File: src/rtl/external_memory_responder.sv
// Shares one word-organized synchronous RAM between the core and an external
// initiator: stall the core, drain its in-flight access, then serve external accesses.
module external_memory_responder #(
  parameter int unsigned ADDR_WIDTH = 17
) (
  input  logic                  clk,
  input  logic                  rst,
  input  logic                  pause,
  input  logic                  externalMemoryControl,
  input  logic [31:0]           externalAddress,
  input  logic [31:0]           externalData,
  input  logic [2:0]            externalReadMode,
  input  logic [2:0]            externalWriteMode,
  output logic [31:0]           externalDataOut,
  output logic                  externalReady,
  output logic                  externalError,
  input  logic [31:0]           coreAddress,
  input  logic [31:0]           coreData,
  input  logic [2:0]            coreReadMode,
  input  logic [2:0]            coreWriteMode,
  output logic [31:0]           coreDataOut,
  output logic                  coreStall,
  output logic [ADDR_WIDTH-3:0] ramAddress,
  output logic [31:0]           ramWriteData,
  output logic [3:0]            ramByteEnable,
  output logic                  ramWriteEnable,
  input  logic [31:0]           ramReadData
);

  localparam int unsigned WORD_AW = ADDR_WIDTH - 2;

  localparam logic [2:0] MODE_NONE   = 3'd0;
  localparam logic [2:0] MODE_BYTE   = 3'd1;
  localparam logic [2:0] MODE_BYTE_S = 3'd2;
  localparam logic [2:0] MODE_HALF   = 3'd3;
  localparam logic [2:0] MODE_HALF_S = 3'd4;
  localparam logic [2:0] MODE_WORD   = 3'd5;

  typedef enum logic [1:0] {
    ST_CORE     = 2'd0,
    ST_DRAIN    = 2'd1,
    ST_EXTERNAL = 2'd2
  } state_e;

  // Tag travelling alongside a RAM read until its data returns.
  typedef struct packed {
    logic       valid;
    logic       ext;
    logic       err;
    logic [2:0] mode;
    logic [1:0] lo;
  } rd_tag_t;

  function automatic logic is_byte(input logic [2:0] m);
    return (m == MODE_BYTE) || (m == MODE_BYTE_S);
  endfunction

  function automatic logic is_half(input logic [2:0] m);
    return (m == MODE_HALF) || (m == MODE_HALF_S);
  endfunction

  function automatic logic is_word(input logic [2:0] m);
    return m == MODE_WORD;
  endfunction

  function automatic logic is_access(input logic [2:0] m);
    return is_byte(m) || is_half(m) || is_word(m);
  endfunction

  function automatic logic misaligned(input logic [2:0] m, input logic [1:0] lo);
    return (is_half(m) && lo[0]) || (is_word(m) && (lo != 2'b00));
  endfunction

  function automatic logic [1:0] mask_lo(input logic [2:0] m, input logic [1:0] lo);
    logic [1:0] r;
    if (is_word(m))      r = 2'b00;
    else if (is_half(m)) r = {lo[1], 1'b0};
    else                 r = lo;
    return r;
  endfunction

  function automatic logic [3:0] lane_enable(input logic [2:0] m, input logic [1:0] lo);
    logic [3:0] r;
    if (is_byte(m))      r = 4'b1000 >> lo;
    else if (is_half(m)) r = lo[1] ? 4'b0011 : 4'b1100;
    else if (is_word(m)) r = 4'b1111;
    else                 r = 4'b0000;
    return r;
  endfunction

  function automatic logic [31:0] write_lanes(input logic [2:0] m, input logic [31:0] d);
    logic [31:0] r;
    if (is_byte(m))      r = {4{d[7:0]}};
    else if (is_half(m)) r = {2{d[15:0]}};
    else                 r = d;
    return r;
  endfunction

  // Big-endian lane extract, right-justified, then zero/sign extended.
  function automatic logic [31:0] format_read(input logic [2:0] m, input logic [1:0] lo,
                                              input logic [31:0] w);
    logic [7:0]  b;
    logic [15:0] h;
    logic [31:0] r;
    case (lo)
      2'd0:    b = w[31:24];
      2'd1:    b = w[23:16];
      2'd2:    b = w[15:8];
      default: b = w[7:0];
    endcase
    h = lo[1] ? w[15:0] : w[31:16];
    case (m)
      MODE_BYTE:   r = {24'd0, b};
      MODE_BYTE_S: r = {{24{b[7]}}, b};
      MODE_HALF:   r = {16'd0, h};
      MODE_HALF_S: r = {{16{h[15]}}, h};
      MODE_WORD:   r = w;
      default:     r = 32'd0;
    endcase
    return r;
  endfunction

  state_e               state_q, state_d;
  logic [WORD_AW-1:0]   ram_addr_q, ram_addr_d;
  logic [31:0]          ram_wdata_q, ram_wdata_d;
  logic [3:0]           ram_be_q, ram_be_d;
  logic                 ram_we_q, ram_we_d;
  logic [31:0]          ext_dout_q, core_dout_q;
  logic                 ext_err_q, ext_err_d;
  logic                 stall_q, stall_d;
  logic                 ready_q, ready_d;
  rd_tag_t              s1_q, s1_d, s2_q;
  logic [31:0]          rd_result;

  logic ext_req, ext_rd, ext_wr, ext_oob, ext_err;
  logic core_rd, core_wr;
  logic [1:0] core_rlo, core_wlo;
  logic unused_core_hi;

  assign ext_req = externalMemoryControl && pause;
  assign ext_rd  = is_access(externalReadMode);
  assign ext_wr  = is_access(externalWriteMode);
  assign ext_oob = |externalAddress[31:ADDR_WIDTH];
  assign ext_err = (ext_rd || ext_wr) &&
                   (ext_oob || (ext_rd && ext_wr) ||
                    (ext_rd && misaligned(externalReadMode, externalAddress[1:0])) ||
                    (ext_wr && misaligned(externalWriteMode, externalAddress[1:0])));

  assign core_rd  = is_access(coreReadMode);
  assign core_wr  = is_access(coreWriteMode);
  assign core_rlo = mask_lo(coreReadMode, coreAddress[1:0]);
  assign core_wlo = mask_lo(coreWriteMode, coreAddress[1:0]);

  // Core addresses beyond the RAM simply alias.
  assign unused_core_hi = |coreAddress[31:ADDR_WIDTH];

  always_ff @(posedge clk or negedge rst) begin
    if (!rst) state_q <= ST_CORE;
    else      state_q <= state_d;
  end

  always_comb begin
    state_d = state_q;
    case (state_q)
      ST_CORE:     if (ext_req) state_d = ST_DRAIN;
      ST_DRAIN:    state_d = ext_req ? ST_EXTERNAL : ST_CORE;
      ST_EXTERNAL: if (!ext_req) state_d = ST_CORE;
      default:     state_d = ST_CORE;
    endcase
  end

  // RAM source mux and read tagging; DRAIN launches nothing.
  always_comb begin
    ram_addr_d  = ram_addr_q;
    ram_wdata_d = ram_wdata_q;
    ram_be_d    = 4'b0000;
    ram_we_d    = 1'b0;
    s1_d        = '0;
    ext_err_d   = 1'b0;
    stall_d     = (state_d != ST_CORE);
    ready_d     = (state_d == ST_EXTERNAL);
    case (state_q)
      ST_CORE: begin
        ram_addr_d = coreAddress[ADDR_WIDTH-1:2];
        if (core_wr) begin
          ram_we_d    = 1'b1;
          ram_be_d    = lane_enable(coreWriteMode, core_wlo);
          ram_wdata_d = write_lanes(coreWriteMode, coreData);
        end else if (core_rd) begin
          ram_be_d = lane_enable(coreReadMode, core_rlo);
        end
        s1_d.valid = core_rd;
        s1_d.mode  = coreReadMode;
        s1_d.lo    = core_rlo;
      end
      ST_EXTERNAL: begin
        if (ext_req && (ext_rd || ext_wr)) begin
          ext_err_d  = ext_err;
          ram_addr_d = externalAddress[ADDR_WIDTH-1:2];
          if (!ext_err && ext_wr) begin
            ram_we_d    = 1'b1;
            ram_be_d    = lane_enable(externalWriteMode, externalAddress[1:0]);
            ram_wdata_d = write_lanes(externalWriteMode, externalData);
          end else if (!ext_err) begin
            ram_be_d = lane_enable(externalReadMode, externalAddress[1:0]);
          end
          s1_d.valid = ext_rd;
          s1_d.ext   = 1'b1;
          s1_d.err   = ext_err;
          s1_d.mode  = externalReadMode;
          s1_d.lo    = externalAddress[1:0];
        end
      end
      default: ;
    endcase
  end

  assign rd_result = s2_q.err ? 32'd0 : format_read(s2_q.mode, s2_q.lo, ramReadData);

  always_ff @(posedge clk or negedge rst) begin
    if (!rst) begin
      ram_addr_q  <= '0;
      ram_wdata_q <= '0;
      ram_be_q    <= '0;
      ram_we_q    <= 1'b0;
      ext_dout_q  <= '0;
      core_dout_q <= '0;
      ext_err_q   <= 1'b0;
      stall_q     <= 1'b0;
      ready_q     <= 1'b0;
      s1_q        <= '0;
      s2_q        <= '0;
    end else begin
      ram_addr_q  <= ram_addr_d;
      ram_wdata_q <= ram_wdata_d;
      ram_be_q    <= ram_be_d;
      ram_we_q    <= ram_we_d;
      ext_err_q   <= ext_err_d;
      stall_q     <= stall_d;
      ready_q     <= ready_d;
      s1_q        <= s1_d;
      s2_q        <= s1_q;
      if (s2_q.valid) begin
        if (s2_q.ext) ext_dout_q  <= rd_result;
        else          core_dout_q <= rd_result;
      end
    end
  end

  assign ramAddress      = ram_addr_q;
  assign ramWriteData    = ram_wdata_q;
  assign ramByteEnable   = ram_be_q;
  assign ramWriteEnable  = ram_we_q;
  assign externalDataOut = ext_dout_q;
  assign coreDataOut     = core_dout_q;
  assign externalError   = ext_err_q;
  assign coreStall       = stall_q;
  assign externalReady   = ready_q;

endmodule

File: config.mk
export PLATFORM = sky130hd
export DESIGN_NAME = external_memory_responder
export DESIGN_NICKNAME = d
export VERILOG_FILES = /design/src/rtl/external_memory_responder.sv
export SDC_FILE = /design/constraint.sdc
export NUM_CORES = 1
export LEC_CHECK = 0
export BUFFER_PORTS_ARGS = -buffer_cell sky130_fd_sc_hd__buf_2
export CAP_MARGIN = 20
export CORE_ASPECT_RATIO = 1.5
export CORE_MARGIN = 2
export CORE_UTILIZATION = 45
export CTS_CLUSTER_SIZE = 12
export DETAILED_ROUTE_END_ITERATION = 10
export PLACE_DENSITY = 0.84
export SETUP_SLACK_MARGIN = 0.4
export SYNTH_ARGS = -nofsm -noshare
export SYNTH_HDL_FRONTEND = slang
export SYNTH_SLANG_ARGS = --single-unit
File: constraint.sdc
create_clock -name clk -period 1.7 [get_ports clk]
set_clock_uncertainty 0.05 [all_clocks]
set_input_delay 0.255 -clock clk [delete_from_list [all_inputs] [get_ports clk]]
set_output_delay 0.255 -clock clk [all_outputs]
set_load 0.03 [all_outputs]
==> metrics.md, run 1 <==
| Metric | Value |
|---|---|
| Ports | 295 |
| Crit-path cells | buf_8 -> mux2_4 -> a22o_1 -> a22oi_2 -> a21oi_2 -> mux2_4 |
| Netlist cell types | 64 |
| Pin count of the biggest net entering global routing | 48 |
| Gpl congestion | 0.939 |
| Hold Path Sink | ramAddress[7]$_DFFE_PN0P_ |
| Clock Tree Root | clkbuf_16 |
| Violated checks | setup timing |
| Fillers | 821 |
| Setup Slack @ Placement | -0.351 ns |
| Slew at the pin closest to its max-slew limit | 1.13 ns |
| GRT overflow | 0 |
| Worst hold start | externalAddress[9] |
| Post-Syn Area | 7780 um2 |
| Synth Instances | 813 |
| Min-Delay Path Class | input port to flip-flop |
| R2R Path End | coreDataOut[15]$_DFFE_PN0P_ |
| Via Count | 9,704 |
| Clk Latency, worst-skew pair | 0.43 ns |
| Power per Cell Area | 980 nW/um2 |
| Wire length per cell | 25.8 um |
| Clk buf depth | 2 |
| F_max | 514 MHz |
| Final WL | 38,900 um |
| Chip width | 111 um |
| Dpl cell area | 10,100 um2 |
| M3 GR Usage | 0.0792 |
| Final period util | 1.14 |
| Layout cell share with drive strength beyond 1 | 0.604 |
| Post-synthesis sequential area ratio | 0.437 |
| Reg2Reg Depth | 6 |
| Most numerous cell on the critical path | mux2_4 |
| Die span in y | 165 um |
| Status | finished with violations |
| GRT Util Overall | 0.335 |
| Row count | 58 |
| Antenna Cells | 0 |
| Slowest-stage cell, CP | dfrtp_2 |
| Critical Path Start Type | flip-flop |
| Number of max-cap violations | 0 |
| Clock-pin transition on the worst setup and hold timing paths | 0.07 ns |
| CP Class | flip-flop to flip-flop |
| RSZ-0062 raised after global routing | true |
| DP HPWL | 19,300 um |
| VDD IR max | 1.04 mV |
| Port Buf Inserts | 279 |
| Register bit total from synthesis | 136 |
| Synth warn | 0 |
| DR vias/cell | 6.43 |
| Tmin final | 1.95 ns |
| Post-synth EDFFs | 0 |
| Finished layout cell area | 13,800 um2 |
| NumNets Final | 1,462 |
| Initial cell density of the core | 0.462 |
| CTS tree | done |
| Vias in the first global route | 8,961 |
| Worst endpoint data arrival time | 2.20 ns |
| Hold WS | 0.106 ns |
| Reg2reg start | s2_q[1]$_DFF_PN0_ |
| Core area | 16,800 um2 |
| Total clock sinks | 136 |
| Area Growth Syn to Fin | 76.7% |
| Final Hold Vio Count | 0 |
| Initial DRC Count | 1,287 |
| Lkg Pwr | 6.82 nW |
| Fin. max-slew vios | 0 |
| Worst setup EP type | flip-flop |
| Main flop type after synthesis | dfrtp_1 |
| Net Count, Synth | 989 |
| Final number of setup-violating endpoints | 56 |
| Mapped Avg Cell Area | 9.57 um2 |
| CP required | 1.96 ns |
| Normalized max-slew margin | 0.245 |
| Met1 Usage GRT | 0.343 |
| DRT Pass-1 Iters | 8 |
| Initial antenna violation count | 1 |
| Num CTS Buffers | 17 |
| Drt drc | 0 |
| Crit path largest cell delay | 0.45 ns |
| Final worst setup slack | -0.245 ns |
| Met2 usage | 0.607 |
| Die area | 18,400 um2 |
| Grt peak-use layer | met2 |
| Reg-to-reg slack, setup | -0.25 ns |
| Hold Crit Depth | 4 |
| Synth async-reset ratio | 1.00 |
| First-pass GRT wire length | 47,700 um |
| H-tree depth | 4 |
| DRT antenna net count | 0 |
| Critical path fanouts, max | 7 |
[per-layer routing]
layer / part of all wire / up-vias
li1: - / 3885
met1: 0.30 / 4547
met2: 0.49 / 942
met3: 0.11 / 330
met4: 0.096 / 0
met5: 0 / -
[registers in the layout (all words and copies together) (netlist names)]
register,flops
coreDataOut,32
externalDataOut,32
ramWriteData,32
ramAddress,15
s2_q,8
s1_q,7
ramByteEnable,4
state_q,2
coreStall,1
externalError,1
externalReady,1
ramWriteEnable,1
[synth_stat cells, drive strengths merged (7+ instances only)]
| library cell | count | area, um2 |
|---|---|---|
| dfrtp | 136 | 3400 |
| clkbuf | 25 | 96.3 |
| a211oi | 7 | 57.6 |
| mux2i | 26 | 260 |
| nor3 | 13 | 91.3 |
| a21o | 16 | 120 |
| nand2b | 9 | 56.3 |
| nand2 | 166 | 631 |
| inv | 8 | 30.0 |
| a21oi | 49 | 249 |
| o31a | 7 | 61.3 |
| mux2 | 47 | 567 |
| o22a | 7 | 61.3 |
| o211ai | 8 | 60.1 |
| o21ai | 83 | 490 |
| a22o | 49 | 429 |
| buf | 40 | 303 |
| o22ai | 11 | 68.8 |
| nor2b | 10 | 70.1 |
| nor2 | 33 | 151 |
| a22oi | 14 | 105 |
[repair_timing]
| item | 4_1_cts | 5_1_grt |
|---|---|---|
| cloned | 12 | 3 |
| gates resized for setup | 291 | 218 |
| endpoints found under the setup margin | 210 | 233 |
| hold endpoints to repair | 60 | 0 |
| hold buffers | 1 | 0 |
| buffers inserted | 60 | 66 |
| pin swaps | 94 | 39 |
[final cells by class]
type / count / area [um2] / share of cell area
multi-input combinational: 605 / 4890 / 0.356
timing repair buffer: 518 / 4560 / 0.332
sequential: 136 / 3410 / 0.248
clock buffer: 18 / 429 / 0.0312
tap: 210 / 263 / 0.0191
clock inverter: 14 / 161 / 0.0117
inverter: 8 / 35.0 / 0.00255
[worst max path at each step]
stage / start / to / slack [ns] / depth (start not counted)
after CTS: s2_q[1]$_DFF_PN0_ / coreDataOut[25]$_DFFE_PN0P_ / -0.13 / 6
final: s2_q[1]$_DFF_PN0_ / coreDataOut[15]$_DFFE_PN0P_ / -0.25 / 6
after global placement: s2_q[1]$_DFF_PN0_ / externalDataOut[7]$_DFFE_PN0P_ / -0.26 / 7
after global routing: s2_q[1]$_DFF_PN0_ / coreDataOut[25]$_DFFE_PN0P_ / -0.27 / 6
after floorplan: s2_q[1]$_DFF_PN0_ / coreDataOut[8]$_DFFE_PN0P_ / -0.05 / 7
after detailed placement: s2_q[1]$_DFF_PN0_ / externalDataOut[7]$_DFFE_PN0P_ / -0.35 / 7
[cell families after synthesis]
family                     Yosys count  share of synthesized area
xor gates and xnor gates             5                    0.00756
DFF                                136                      0.437
adders and majority gates            4                    0.00514
and+or+nand+nor                    249                      0.143
buffers and inverters               73                     0.0551
AOI/OAI and AO/OA                  272                      0.242
muxes                               74                      0.109
[per-stage QoR]
stage,setup TNS (ns),util,power (mW),std cells
CTS,-4.26,0.739,12.2,1440
global route,-10.11,0.817,13.8,1509
global placement,-12.83,0.600,7.48,1335
finish,-7.45,0.817,13.5,1509
detailed placement,-17.43,0.600,7.55,1335
floorplan,-1.82,-,6.21,813
[worst max-delay path: cells and delay by family (launching register included)]
kind | cells | cell delay (ns)
AO/OA/AOI/OAI | 3 | 0.56
flip-flops | 1 | 0.45
multiplexers | 2 | 0.61
buffers and inverters | 1 | 0.16
[layout by cell type (no fill, tap or decap), drive strengths merged, types with 4 or more instances in the layout]
master / netlist / final
buf: 40 / 514
nand2: 166 / 166
dfrtp: 136 / 136
o21ai: 83 / 83
a21oi: 49 / 50
a22o: 49 / 49
mux2: 47 / 47
nor2: 33 / 33
mux2i: 26 / 26
clkbuf: 25 / 21
a21o: 16 / 16
a22oi: 14 / 14
inv: 8 / 14
nor3: 13 / 13
o22ai: 11 / 11
nor2b: 10 / 10
nand2b: 9 / 9
o211ai: 8 / 8
o22a: 7 / 7
o31a: 7 / 7
a211oi: 7 / 7
maj3: 4 / 4
clkinv: 0 / 4
o311ai: 4 / 4
or2: 4 / 4
xnor2: 4 / 4
[report_power, final]
part           internal [mW]  switching (mW)  total (mW)
registers               3.68           0.378        4.05
clock network           2.20            1.61        3.81
logic                   2.61            3.00        5.61
No activity file was read; power rests on OpenSTA's default activity.
==> run 2: changes to the inputs <==
CORE_MARGIN = default   (was 2)
==> metrics.md, run 2 (synthesized netlist as in run 1, its figures left out) <==
| Metric | Value |
|---|---|
| Status | finished with violations |
| Violated checks | setup timing |
| Most frequent cells in the layout | buf_2, buf_4, dfrtp_1 |
| Final period util | 1.18 (+0.0363) |
| Initial cell density of the core | 0.462 (unchanged) |
| DR top layer | met4 |
| CP required | 1.95 ns (about the same) |
| Metal2 WL | 17,900 um (-6.4%) |
| Vias in the first global route | 8,794 (-1.9%) |
| Chip width | 109 um (-1.8%) |
| Die area | 17,800 um2 (-3.0%) |
| Pin count of the biggest net entering global routing | 47 (-2.1%) |
| Fin. max-slew vios | 0 (unchanged) |
| Total clock sinks | 136 (unchanged) |
| Normalized max-slew margin | 0.441 (+0.196) |
| Clk Latency, worst-skew pair | 0.41 ns (-0.02 ns) |
| Most common cell after layout, fill and taps aside | buf_2 |
| Power per Cell Area | 981 nW/um2 (+0.16%) |
| Critical Path Start Type | flip-flop |
| Final WL | 36,000 um (-7.3%) |
| Row count | 58 (unchanged) |
| Final number of setup-violating endpoints | 56 (unchanged) |
| F_max | 498 MHz (-3.1%) |
| Seq. cell area | 3410 um2 (+0.11%) |
| Gpl congestion | 0.922 (-1.8%) |
| Initial DRC Count | 1,042 (-19%) |
| Area Growth Syn to Fin | 71.9% |
| Final Hold Vio Count | 0 (unchanged) |
| Fillers | 885 (+7.8%) |
| Critical path fanouts, max | 4 (-3) |
| Clock-pin transition on the worst setup and hold timing paths | 0.07 ns (about the same) |
| DRT antenna net count | 0 (unchanged) |
| CTS tree | done |
| Met1 Routed Length | 11,200 um (-5.6%) |
| Slew at the pin closest to its max-slew limit | 0.839 ns (-0.294 ns) |
| Clk buf depth | 2 (unchanged) |
| GRT Util Overall | 0.337 (+0.00131) |
| Core area | 16,800 um2 (unchanged) |
| Lkg Pwr | 6.69 nW (-1.8%) |
| First-pass GRT wire length | 45,300 um (-5.0%) |
| DR vias/cell | 6.35 (-1.3%) |
| Num CTS Buffers | 17 (unchanged) |
| Min-Delay Path Class | input port to flip-flop |
| Ports | 295 (unchanged) |
| Initial antenna violation count | 1 (unchanged) |
| Hold WS | 0.108 ns (+0.00164 ns) |
| Util after Layout | 0.795 (-0.0222) |
| Worst endpoint data arrival time | 2.25 ns (+0.05 ns) |
| Via Count | 9,378 (-3.4%) |
| Setup Slack @ Placement | -0.234 ns (+0.118 ns) |
| Drt drc | 0 (unchanged) |
| Wire length per cell | 24.4 um (-5.3%) |
| H-tree depth | 4 (unchanged) |
| Setup TNS Final | -11.50 ns (-4.05 ns) |
| Port Buf Inserts | 279 (unchanged) |
| NumNets Final | 1,428 (-2.3%) |
| DRT Pass-1 Iters | 7 (-1) |
| RSZ-0062 raised after global routing | true |
| Met3 WL | 3930 um (-6.6%) |
| Die span in y | 163 um (-1.2%) |
| Clock Tree Root | clkbuf_16 |
| Final worst setup slack | -0.307 ns (-0.0617 ns) |
| Overall power | 13.1 mW (-2.6%) |
| Tmin final | 2.01 ns (+0.0617 ns) |
| Worst setup EP type | flip-flop |
| VDD IR max | 0.878 mV (-15%) |
| Multi-input gate area | 4850 um2 (-0.84%) |
| CP Class | flip-flop to flip-flop |
| DP HPWL | 18,300 um (-4.9%) |
| Layout cell share with drive strength beyond 1 | 0.596 (-0.00826) |
| Number of max-cap violations | 0 (unchanged) |
| GRT overflow | 0 (unchanged) |
==> run 2: cell count changes in the layout (fill, tap and decap cells not counted), moves of 5 or more <==
| cell | change |
|---|---|
| buf_6 | -20 |
| buf_4 | -21 |
| o21ai_4 | -5 |
| o21ai_1 | +7 |
| buf_2 | +7 |
| nand2_2 | +5 |
==> run 2: where the power goes <==
| part | switching, mW | total, mW | internal, mW |
|---|---|---|---|
| registers | 0.375 | 4.05 | 3.67 |
| logic | 2.86 | 5.30 | 2.44 |
| clock network | 1.68 | 3.77 | 2.10 |
==> run 2: what timing repair did <==
item / 4_1_cts / 5_1_grt
gates cloned: 13 / 3
hold buffers: 1 / 0
hold endpoints to repair: 43 / 0
setup endpoints to repair: 167 / 225
buffers inserted: 38 / 52
gates resized for setup: 255 / 251
pin swaps: 91 / 31
==> run 2: worst paths after layout <==
path                               startpoint                     endpoint  slack, ns  depth (start not counted)
max                         s2_q[1]$_DFF_PN0_  coreDataOut[15]$_DFFE_PN0P_      -0.31                          6
min reg2reg                 s1_q[2]$_DFF_PN0_            s2_q[2]$_DFF_PN0_       0.29                          0
min in group asynchronous                 rst  ramWriteData[7]$_DFFE_PN0P_       0.29                          2
max reg2reg                 s2_q[1]$_DFF_PN0_  coreDataOut[15]$_DFFE_PN0P_      -0.31                          6
min                        externalAddress[9]    ramAddress[7]$_DFFE_PN0P_       0.11                          4
max in group asynchronous                 rst   coreDataOut[9]$_DFFE_PN0P_       0.72                          3
==> run 2: cell type report <==
type	instances	area share
multi-input cells	605	0.363
repair buffers	484	0.317
diodes	2	0.000374
clock buffers	19	0.0331
flip-flops and latches	136	0.255
clock inverters	13	0.00982
well taps	210	0.0196
inverters	8	0.00262
==> run 2: metrics by stage <==
stage | instances | cell area (um2)
global placement | 1336 | 10200
global route | 1476 | 13400
detailed placement | 1336 | 10200
finish | 1477 | 13400
floorplan | 813 | 7980
CTS | 1420 | 12200
==> run 2: per-layer routing <==
| metal | vias to the layer above | global-route usage |
|---|---|---|
| li1 | 3817 | - |
| met2 | 828 | 0.590 |
| met4 | 0 | 0.224 |
| met3 | 273 | 0.0922 |
| met1 | 4460 | 0.343 |
| met5 | - | 0 |
==> run 2: critical path, cell delays in order (launching register included) <==
cell     delay (ns)
dfrtp_2        0.46
buf_4          0.16
mux2_2         0.35
a22o_1         0.26
a22oi_2        0.23
a21oi_2        0.10
mux2_2         0.27
